`config.mk`:
```
export PLATFORM = sky130hd
export DESIGN_NAME = ps2_key_ctrl_flat
export DESIGN_NICKNAME = d
export VERILOG_FILES = /design/src/rtl/ps2_key_ctrl_if.sv /design/src/rtl/ps2_key_ctrl.sv /design/src/flat_wrapper.sv
export SDC_FILE = /design/constraint.sdc
export NUM_CORES = 1
export LEC_CHECK = 0
export BUFFER_PORTS_ARGS = -buffer_cell sky130_fd_sc_hd__buf_2
export CAP_MARGIN = 10
export CORE_AREA = 5 5 131 133
export CTS_BUF_LIST = sky130_fd_sc_hd__clkbuf_2
export DETAILED_ROUTE_END_ITERATION = 10
export DIE_AREA = 0 0 136 138
export GPL_TIMING_DRIVEN = 0
export PLACE_DENSITY = 0.77
export SYNTH_ARGS = -nofsm -noshare
export SYNTH_HDL_FRONTEND = slang
export SYNTH_SLANG_ARGS = --single-unit
```
`constraint.sdc`:
```
create_clock -name iCLK_50 -period 5.7 [get_ports iCLK_50]
set_clock_uncertainty 0.05 [all_clocks]
set_input_delay 0.57 -clock iCLK_50 [delete_from_list [all_inputs] [get_ports iCLK_50]]
set_output_delay 0.57 -clock iCLK_50 [all_outputs]
set_load 0.01 [all_outputs]
```
`src/rtl/ps2_key_ctrl_if.sv`:
```
// Keyboard port bundle: scan-code strobe in from the PS/2 front end, FWFT event FIFO out to the CPU.
// The slave modport is the controller; the master modport is whoever drives bytes and pops events.
interface ps2_key_ctrl_if #(
  parameter int DEPTH = 8
);
  localparam int CW = $clog2(DEPTH) + 1;

  logic [7:0]    iCODE;
  logic          iCODE_VALID;
  logic          iRD;
  logic          iCLR;
  logic [15:0]   oDATA;
  logic [2:0]    oFLAGS;
  logic          oREADY;
  logic [CW-1:0] oCOUNT;
  logic          oOVF;
  logic          oSHIFT;
  logic [7:0]    oERR_CNT;

  modport master (
    output iCODE, iCODE_VALID, iRD, iCLR,
    input  oDATA, oFLAGS, oREADY, oCOUNT, oOVF, oSHIFT, oERR_CNT
  );

  modport slave (
    input  iCODE, iCODE_VALID, iRD, iCLR,
    output oDATA, oFLAGS, oREADY, oCOUNT, oOVF, oSHIFT, oERR_CNT
  );
endinterface

```
`src/rtl/ps2_key_ctrl.sv`:
```
// Set-2 scan-code sequencer: E0/F0 prefix FSM, shift tracking, ASCII map, FWFT event FIFO.
// Entry visible 1 cycle after the strobe edge; a push into a full FIFO without a pop is dropped and flagged.
module ps2_key_ctrl #(
  parameter int DEPTH       = 8,
  parameter bit MAKE_ONLY   = 1'b1,
  parameter int TIMEOUT_CYC = 2500000
) (
  input  logic          iCLK_50,
  input  logic          iRST,
  ps2_key_ctrl_if.slave kb
);
  localparam int AW = $clog2(DEPTH);
  localparam logic [23:0] TMO_VAL = 24'(TIMEOUT_CYC);

  typedef enum logic [1:0] {IDLE, GOT_E0, GOT_F0, GOT_E0F0} state_t;

  typedef struct packed {
    logic       brk;
    logic       ext;
    logic       shift;
    logic [7:0] code;
    logic [7:0] ascii;
  } entry_t;

  state_t        state, state_nxt;
  logic          vld_q, byte_acc, discard;
  logic          emit, ev_ext, ev_brk, err_inc;
  logic [23:0]   tmo_cnt;
  logic          lshift, rshift, shift_now;
  logic [7:0]    code, ascii;
  entry_t        mem [DEPTH];
  entry_t        head;
  logic [AW-1:0] wr_ptr, rd_ptr;
  logic [AW:0]   count;
  logic          ovf;
  logic [7:0]    err_cnt;
  logic          push, pop, full, do_push;

  function automatic logic [7:0] to_ascii(input logic [7:0] c, input logic ext, input logic shf);
    logic [7:0] a;
    a = 8'h00;
    if (ext) begin
      if (c == 8'h5A) a = 8'h0D;
    end else begin
      case (c)
        8'h1C: a = "a"; 8'h32: a = "b"; 8'h21: a = "c"; 8'h23: a = "d"; 8'h24: a = "e";
        8'h2B: a = "f"; 8'h34: a = "g"; 8'h33: a = "h"; 8'h43: a = "i"; 8'h3B: a = "j";
        8'h42: a = "k"; 8'h4B: a = "l"; 8'h3A: a = "m"; 8'h31: a = "n"; 8'h44: a = "o";
        8'h4D: a = "p"; 8'h15: a = "q"; 8'h2D: a = "r"; 8'h1B: a = "s"; 8'h2C: a = "t";
        8'h3C: a = "u"; 8'h2A: a = "v"; 8'h1D: a = "w"; 8'h22: a = "x"; 8'h35: a = "y";
        8'h1A: a = "z";
        8'h45: a = "0"; 8'h16: a = "1"; 8'h1E: a = "2"; 8'h26: a = "3"; 8'h25: a = "4";
        8'h2E: a = "5"; 8'h36: a = "6"; 8'h3D: a = "7"; 8'h3E: a = "8"; 8'h46: a = "9";
        8'h29: a = 8'h20; 8'h5A: a = 8'h0D; 8'h66: a = 8'h08;
        default: a = 8'h00;
      endcase
      if (shf && a >= "a" && a <= "z") a = a - 8'h20;
    end
    return a;
  endfunction

  assign code      = kb.iCODE;
  assign byte_acc  = kb.iCODE_VALID & ~vld_q;
  assign discard   = code inside {8'h00, 8'hAA, 8'hEE, 8'hFA, 8'hFE, 8'hFF};
  assign shift_now = lshift | rshift;
  assign ascii     = ev_brk ? 8'h00 : to_ascii(code, ev_ext, shift_now);

  always_ff @(posedge iCLK_50) begin
    if (iRST) state <= IDLE;
    else      state <= state_nxt;
  end

  always_comb begin
    state_nxt = state;
    emit      = 1'b0;
    ev_ext    = 1'b0;
    ev_brk    = 1'b0;
    err_inc   = 1'b0;
    if (byte_acc) begin
      case (state)
        IDLE: begin
          if (code == 8'hE0)      state_nxt = GOT_E0;
          else if (code == 8'hF0) state_nxt = GOT_F0;
          else if (!discard)      emit = 1'b1;
        end
        GOT_E0: begin
          if (code == 8'hF0)      state_nxt = GOT_E0F0;
          else if (code == 8'hE0) state_nxt = GOT_E0;
          else begin
            state_nxt = IDLE;
            err_inc   = discard;
            emit      = ~discard;
            ev_ext    = 1'b1;
          end
        end
        default: begin
          // GOT_F0 / GOT_E0F0: next byte completes a break unless it is a prefix or noise
          state_nxt = IDLE;
          err_inc   = discard | (code == 8'hE0) | (code == 8'hF0);
          emit      = ~err_inc;
          ev_ext    = (state == GOT_E0F0);
          ev_brk    = 1'b1;
        end
      endcase
    end else if (state != IDLE && tmo_cnt == TMO_VAL) begin
      state_nxt = IDLE;
      err_inc   = 1'b1;
    end
  end

  always_ff @(posedge iCLK_50) begin
    if (iRST) begin
      vld_q   <= 1'b0;
      tmo_cnt <= '0;
      lshift  <= 1'b0;
      rshift  <= 1'b0;
    end else begin
      vld_q   <= kb.iCODE_VALID;
      tmo_cnt <= (byte_acc || state_nxt == IDLE) ? '0 : tmo_cnt + 24'd1;
      if (emit && !ev_ext) begin
        if (code == 8'h12) lshift <= ~ev_brk;
        if (code == 8'h59) rshift <= ~ev_brk;
      end
    end
  end

  assign full    = (count == (AW+1)'(DEPTH));
  assign pop     = kb.iRD && (count != '0);
  assign push    = emit && !(ev_brk && MAKE_ONLY);
  assign do_push = push && (!full || pop);

  always_ff @(posedge iCLK_50) begin
    if (do_push) mem[wr_ptr] <= '{brk: ev_brk, ext: ev_ext, shift: shift_now, code: code, ascii: ascii};
  end

  always_ff @(posedge iCLK_50) begin
    if (iRST) begin
      wr_ptr  <= '0;
      rd_ptr  <= '0;
      count   <= '0;
      ovf     <= 1'b0;
      err_cnt <= '0;
    end else begin
      if (do_push) wr_ptr <= wr_ptr + AW'(1);
      if (pop)     rd_ptr <= rd_ptr + AW'(1);
      count <= count + {{AW{1'b0}}, do_push} - {{AW{1'b0}}, pop};
      if (push && full && !pop) ovf <= 1'b1;
      else if (kb.iCLR)         ovf <= 1'b0;
      if (err_inc) begin
        if (err_cnt != 8'hFF) err_cnt <= err_cnt + 8'd1;
      end else if (kb.iCLR) begin
        err_cnt <= '0;
      end
    end
  end

  assign head        = mem[rd_ptr];
  assign kb.oDATA    = {head.code, head.ascii};
  assign kb.oFLAGS   = {head.brk, head.ext, head.shift};
  assign kb.oREADY   = (count != '0);
  assign kb.oCOUNT   = count;
  assign kb.oOVF     = ovf;
  assign kb.oSHIFT   = shift_now;
  assign kb.oERR_CNT = err_cnt;
endmodule

```
`src/flat_wrapper.sv`:
```
// flat-port wrapper written by rule: the top's interface ports become plain ports
module ps2_key_ctrl_flat 
#(
  parameter int DEPTH       = 8,
  parameter bit MAKE_ONLY   = 1'b1,
  parameter int TIMEOUT_CYC = 2500000
)
  (iCLK_50, iRST, kb_iCODE, kb_iCODE_VALID, kb_iRD, kb_iCLR, kb_oDATA, kb_oFLAGS, kb_oREADY, kb_oCOUNT, kb_oOVF, kb_oSHIFT, kb_oERR_CNT);
  ps2_key_ctrl_if #(.DEPTH(DEPTH)) kb_i ();
  input  logic iCLK_50;
  input  logic iRST;
  input wire logic [$bits(kb_i.iCODE)-1:0] kb_iCODE;
  input wire logic [$bits(kb_i.iCODE_VALID)-1:0] kb_iCODE_VALID;
  input wire logic [$bits(kb_i.iRD)-1:0] kb_iRD;
  input wire logic [$bits(kb_i.iCLR)-1:0] kb_iCLR;
  output wire logic [$bits(kb_i.oDATA)-1:0] kb_oDATA;
  output wire logic [$bits(kb_i.oFLAGS)-1:0] kb_oFLAGS;
  output wire logic [$bits(kb_i.oREADY)-1:0] kb_oREADY;
  output wire logic [$bits(kb_i.oCOUNT)-1:0] kb_oCOUNT;
  output wire logic [$bits(kb_i.oOVF)-1:0] kb_oOVF;
  output wire logic [$bits(kb_i.oSHIFT)-1:0] kb_oSHIFT;
  output wire logic [$bits(kb_i.oERR_CNT)-1:0] kb_oERR_CNT;
  assign kb_i.iCODE = kb_iCODE;
  assign kb_i.iCODE_VALID = kb_iCODE_VALID;
  assign kb_i.iRD = kb_iRD;
  assign kb_i.iCLR = kb_iCLR;
  assign kb_oDATA = kb_i.oDATA;
  assign kb_oFLAGS = kb_i.oFLAGS;
  assign kb_oREADY = kb_i.oREADY;
  assign kb_oCOUNT = kb_i.oCOUNT;
  assign kb_oOVF = kb_i.oOVF;
  assign kb_oSHIFT = kb_i.oSHIFT;
  assign kb_oERR_CNT = kb_i.oERR_CNT;
  ps2_key_ctrl #(.DEPTH(DEPTH), .MAKE_ONLY(MAKE_ONLY), .TIMEOUT_CYC(TIMEOUT_CYC)) u_core (.iCLK_50(iCLK_50), .iRST(iRST), .kb(kb_i));
endmodule
```
* Yosys cells after proc, flatten, opt, wreduce, memory -nomap -nowiden
Memories as Yosys holds them, arrays and structs flattened. A register that Yosys moved wholly into a read port is not among the register bits.
Index checks and enable logic that the tools add are counted.
** Word-level totals
- Output and inout bits :: 34
- Memory bits (read-only) :: 896
- Input bits :: 13
- Bits in writable memories :: 152
- Memories kept :: 2
- Register bits :: 48
** Cells by class
- $lt $le $gt $ge :: 2
- Equality and inequality tests :: 16
- Bitwise operators :: 8
- Muxes and demuxes :: 40
- Reduce and logical (&&, ||, !) cells :: 28
- $add $sub $neg :: 7
** Memory list
- (name not given) :: depth 128, bits a word 7, rd ports 1, clocked after memory_dff 0, write ports 0, line ps2_key_ctrl.sv:45 : case (c)
- u_core.mem :: depth 8, bits a word 19, rd ports 1, clocked after memory_dff 1, write ports 1, line ps2_key_ctrl.sv:31 : entry_t mem [DEPTH];
** Operators by type and width (number)
- $mux W8 :: 8
- $eq A8 B8 Y1 const B :: 7
- $add A24 B1 Y24 const B :: 1
- $eq A24 B22 Y1 const B :: 1
- $mux W1 :: 20
- $eq A8 B7 Y1 const B :: 2
- $mux W2 :: 5
- $logic_and A1 B1 Y1 :: 9
- $add A8 B1 Y8 const B :: 1
- $eq A8 B5 Y1 const B :: 1
- $ge A8 B7 Y1 const B :: 1
- $le A8 B7 Y1 const B :: 1
- $logic_not A8 Y1 :: 1
- $ne A8 B8 Y1 const B :: 1
- $sub A8 B6 Y8 const B :: 1
- $add A3 B1 Y3 const B :: 2
- $mux W3 :: 2
- $pmux W1 S2 :: 3
- $reduce_and A2 Y1 :: 3
- $reduce_bool A2 Y1 :: 3
- $reduce_bool A6 Y1 :: 1
- $add A4 B1 Y4 :: 1
- $eq A4 B4 Y1 const B :: 1
- $logic_not A1 Y1 :: 4
- 13 further kinds :: 21

* Logic depth before layout (Yosys ltp)
- Word-level depth :: 12
- Mapped depth :: 14
- Gate-level depth less buffers :: 13

* Least setup slack after synthesis
OpenSTA, ideal clock, no wires.
- Kind :: input to register
- Start :: input port kb_iCODE[1]
- End :: memory u_core.mem[2][0] (netlist bit), enable pin
- Path slack :: 1173 ps
- Stages :: 9
- Library setup time :: 451 ps
- Arrival time :: 4026 ps
- Cells stage by stage :: buf_2 -> inv_1 -> ha_1 -> nor3b_1 -> o2111ai_1 -> o311ai_1 -> nor3_1 -> nand2_1 -> nor4b_1
** Between the ends
- Longest elaborated chain between the ends :: 11
- Elaborated cells between the ends (all ways) :: 24
- Those cells by class :: eq/ne: 7; mux: 9; bitwise: 4; reduce/logical: 4
** RTL lines
- start: declaration :: line flat_wrapper.sv:12 : input wire logic [$bits(kb_i.iCODE)-1:0] kb_iCODE;
- $eq A8 B8 Y1 or $logic_not A8 Y1 (tied branches) :: line ps2_key_ctrl.sv:64 : assign discard = code inside {8'h00, 8'hAA, 8'hEE, 8'hFA, 8'hFE, 8'hFF};
- $reduce_bool A6 Y1 :: line ps2_key_ctrl.sv:64
- $mux W1, or another cell as far along :: line ps2_key_ctrl.sv:84 : else if (!discard) emit = 1'b1;
- $mux W1, or another cell as far along :: line ps2_key_ctrl.sv:83 : else if (code == 8'hF0) state_nxt = GOT_F0;
- $mux W1, or another cell as far along :: line ps2_key_ctrl.sv:82 : if (code == 8'hE0) state_nxt = GOT_E0;
- $pmux W1 S2 * :: line ps2_key_ctrl.sv:80 : case (state)
- $mux W1 * :: line ps2_key_ctrl.sv:79 : if (byte_acc) begin
- $logic_and A1 B1 Y1 * :: line ps2_key_ctrl.sv:129 : assign push = emit && !(ev_brk && MAKE_ONLY);
- $logic_and A1 B1 Y1 * :: line ps2_key_ctrl.sv:130 : assign do_push = push && (!full || pop);
- $mux W1 * :: line ps2_key_ctrl.sv:133 : if (do_push) mem[wr_ptr] <= '{brk: ev_brk, ext: ev_ext, shift: shift_now, code: code, ascii: ascii};
- $mux W1 (not written as such) * :: line ps2_key_ctrl.sv:133
- end: declaration :: line ps2_key_ctrl.sv:31
Every way passes the cells marked *; elsewhere a longest branch is shown, timed or not.

* Final worst setup path
- Start :: input port kb_iCODE[3]
- End :: memory u_core.mem[5][6] (netlist bit) (data pin)
** Between the ends
- Longest elaborated chain between the ends :: 9
- Elaborated cells between the ends (all ways) :: 17
- Those cells by class :: add/sub: 1; order compare: 2; eq/ne: 2; mux: 9; reduce/logical: 2; memory: 1
** RTL lines
- $mem_v2 Z128 W7
- $mux W8 :: line ps2_key_ctrl.sv:45
- $mux W8 :: line ps2_key_ctrl.sv:42 : if (ext) begin
- $ge A8 B7 Y1 :: line ps2_key_ctrl.sv:57 : if (shf && a >= "a" && a <= "z") a = a - 8'h20;
- $logic_and A1 B1 Y1 (2 in a row) :: line ps2_key_ctrl.sv:57
- $mux W8 :: line ps2_key_ctrl.sv:57
- $mux W8 * :: line ps2_key_ctrl.sv:42
- $mux W8 * :: line ps2_key_ctrl.sv:66 : assign ascii = ev_brk ? 8'h00 : to_ascii(code, ev_ext, shift_now);
- via u_core.ascii[6] :: line ps2_key_ctrl.sv:30 : logic [7:0] code, ascii;
The timed path passes the listed nets; every way through them passes the cells marked *. The select of a mux whose other input is x is not followed.

==> results.tsv <==
metric	value	unit
path_delay_family	compound AO/OA/AOI/OAI gates	
postCtsHoldBufs	4	
dr.pass1.iters	5	
die_h	138	um
p_sw	986.3	uW
cts_tree	done	
relSlewSlack	33.55	%
io_pins	47	
rows	46	
arrival	4.49	ns
worstSetupPathType	input port to flip-flop	
end_kind	flip-flop	
grt_max_degree	17	
finalHoldViolCount	0	
ys_types	72	
cts_max_level	2	
ant_nets	0	
syn_area_per_cell	13.41	sq um
clockBufferDepth	3	
yosysWarnings	0	
combPwrFrac	22.9	%
syn_area	0.009295	sq mm
hp-class	input port to flip-flop	
cp_slowest_cell	a311oi_1	
intPower	2.437	mW
routed_via_density	5.932	
nets	845	
postPlaceCellArea	0.01001	sq mm
cp_common_cell	buf_2	
power.density	325.0	mW/mm^2
syn_to_final_growth	13.30	%
cp_data_required_time	6.11	ns
status	complete, no violations	
drtIter0Drc	505	
async_reset_ff_share	0	%
crit_path_cell_trace	dlygate4sd3_1 > buf_2 > buf_2 > buf_2 > buf_2 > nor2b_1 > o21ai_0 > a211oi_2 > a21oi_1 > o221ai_1 > inv_1 > ha_1 > nor2b_1 > a311oi_1	
min_period	4.080	ns
cts-root-buf	clkbuf_2	
via_count	6329	
place_ws	1.298	ns
final_common_cell	edfxtp_1	
power_frac_clock	28.1	%
synth.yosys.seq_area_share	60.09	%
synth-main-ff-cell	edfxtp_1	
start_kind	input port	
die_w	136	um
yosys.area.top_type	edfxtp_1	
wl_per_cell	19.52	um
grt.total_usage	22.64	%
stdcell_area	0.01053	sq mm
synth_top_area_share	49.10	%
cap_violations	0	
p_seq_share	49.0	%
synthCells	693	
insertion_delay	0.78	ns
tns	0	ns
worst_slew_pin_slew	0.9900	ns
grt_pass1_vias	6506	
fin_ws	1.620	ns
critPathMaxStageDelay	0.85	ns
antenna_found_initial	0	
die_area	0.01877	sq mm
leakagePower	3.731	nW
ys_top_cells_by_area	edfxtp_1 (49%), dfxtp_1 (11%), mux4_2 (9.2%)	
layout_common_cells	edfxtp_1 (152), clkbuf_2 (78), nor2_1 (73)	
initial_core_util	59.16	%
rsz0062_at_grt	no	
clock_sinks	203	
core_area	0.01571	sq mm
gp_congestion	1.031	
max_freq	245.1	MHz
cp_num_buf_inv	6	
wirelength	20830	um
antenna_cells	0	
finalCritPeriodShare	71.59	%
grt_pass1_wl	33790	um
io_buffers	46	
cts.repair.resized	0	
setup_violations	0	
post-cts-setup-buffers	0	
crit_fanout	10	
dp_hpwl	14560	um
synth_edf_count	152	
peakVddDrop	157.6	uV
syn_nets	726	
path_clk_slew	0.10	ns
cts_buffers	48	
p_sw_share	28.81	%
drive_gt1_share	28.44	%
grt_overflow_total	0	
slew_violations	0	
yosys_register_bits	203	
drc	0	
==> per-layer routing <==
| metal | part of all wire (%) | vias up | track usage (%) |
|---|---|---|---|
| li1 | - | 2896 | - |
| met1 | 39 | 3089 | 28.80 |
| met2 | 51 | 295 | 38.28 |
| met3 | 7.2 | 49 | 5.152 |
| met4 | 2.6 | 0 | 7.745 |
| met5 | 0 | - | 0 |
==> per-stage QoR <==
| stage | hold WS, ns | utilization (%) | power (mW) | cells |
|---|---|---|---|---|
| finish | 0.08647 | 67.03 | 3.423 | 1067 |
| global placement | 0.4021 | 62.34 | 2.458 | 955 |
| global route | 0.02595 | 67.03 | 3.620 | 1067 |
| CTS | 0.002197 | 66.96 | 3.461 | 1066 |
| floorplan | 0.3872 | - | 2.253 | 693 |
| detailed placement | 0.4315 | 63.73 | 2.498 | 973 |
==> registers in the layout, summed over array words and instances, names as in the netlist, 2 cells and up, named ones only <==
name / cells
u_core.kb.oCOUNT: 4
u_core.kb.oERR_CNT: 8
u_core.mem: 152
u_core.wr_ptr: 3
u_core.state: 2
u_core.rd_ptr: 3
u_core.tmo_cnt: 24
==> synthesized netlist by cell type, types with 3 or more instances <==
master / number
a211oi_1: 8
a21o_1: 3
a21oi_1: 28
a311oi_1: 5
a31oi_1: 6
and2_1: 3
and3_1: 4
buf_1: 3
buf_2: 13
buf_6: 3
clkbuf_1: 15
dfxtp_1: 51
edfxtp_1: 152
ha_1: 19
inv_1: 24
mux2_2: 20
mux4_2: 38
nand2_1: 46
nand2b_1: 8
nand3_1: 15
nand4_1: 8
nor2_1: 74
nor2b_1: 11
nor3_1: 8
nor3b_1: 7
nor4_1: 8
nor4b_1: 3
o21ai_0: 18
or2_2: 3
or3_1: 3
or4b_1: 4
xnor2_1: 14
xor2_1: 16
==> path summary, 6_finish.rpt <==
path	start	to	slack, ns	depth (start not counted)
min reg2reg	u_core.rd_ptr[1]	flip-flop	0.43	2
min	kb_iCODE[5]	u_core.mem[2][13]	0.09	1
max reg2reg	u_core.kb.oCOUNT[2]	u_core.mem[7][2]	2.84	10
max	kb_iCODE[3]	u_core.mem[5][6]	1.62	14
==> worst reg2reg max path, delay by kind of cell (launching register included) <==
family | cells | cell delay, ns
buffers and inverters | 3 | 0.54
flip-flops | 1 | 0.34
adder cells (fa/ha/maj) | 1 | 0.19
AND/OR/NAND/NOR | 6 | 1.45
==> cell type report <==
| cell class | count | area, sq um |
|---|---|---|
| plain buffers | 35 | 181.4 |
| fillers | 1147 | 5181 |
| clock buffers | 78 | 390.4 |
| clock inverters | 11 | 77.57 |
| flip-flops and latches | 203 | 5585 |
| well taps | 216 | 270.3 |
| repair buffers | 69 | 456.7 |
| multi-input cells | 431 | 3480 |
| inverters | 24 | 90.09 |
==> power by group through the flow <==
stage               combinational [mW]  sequential [mW]  clock (mW)
floorplan                        0.543             1.71           0
global placement                 0.747             1.71           0
detailed placement               0.786             1.71           0
CTS                              0.794             1.68       0.990
global route                     0.857             1.68        1.08
finish                           0.782             1.68       0.963
==> cell families after synthesis <==
kind of cell | count (synthesis) | share of synthesized area, %
AOI/OAI and AO/OA | 94 | 7.013
xor gates and xnor gates | 30 | 2.827
adders and majority gates | 20 | 2.773
buffers and inverters | 59 | 2.921
DFF | 203 | 60.09
muxes | 60 | 11.85
and+or+nand+nor | 227 | 12.53
No activity file was read; power rests on OpenSTA's default activity.
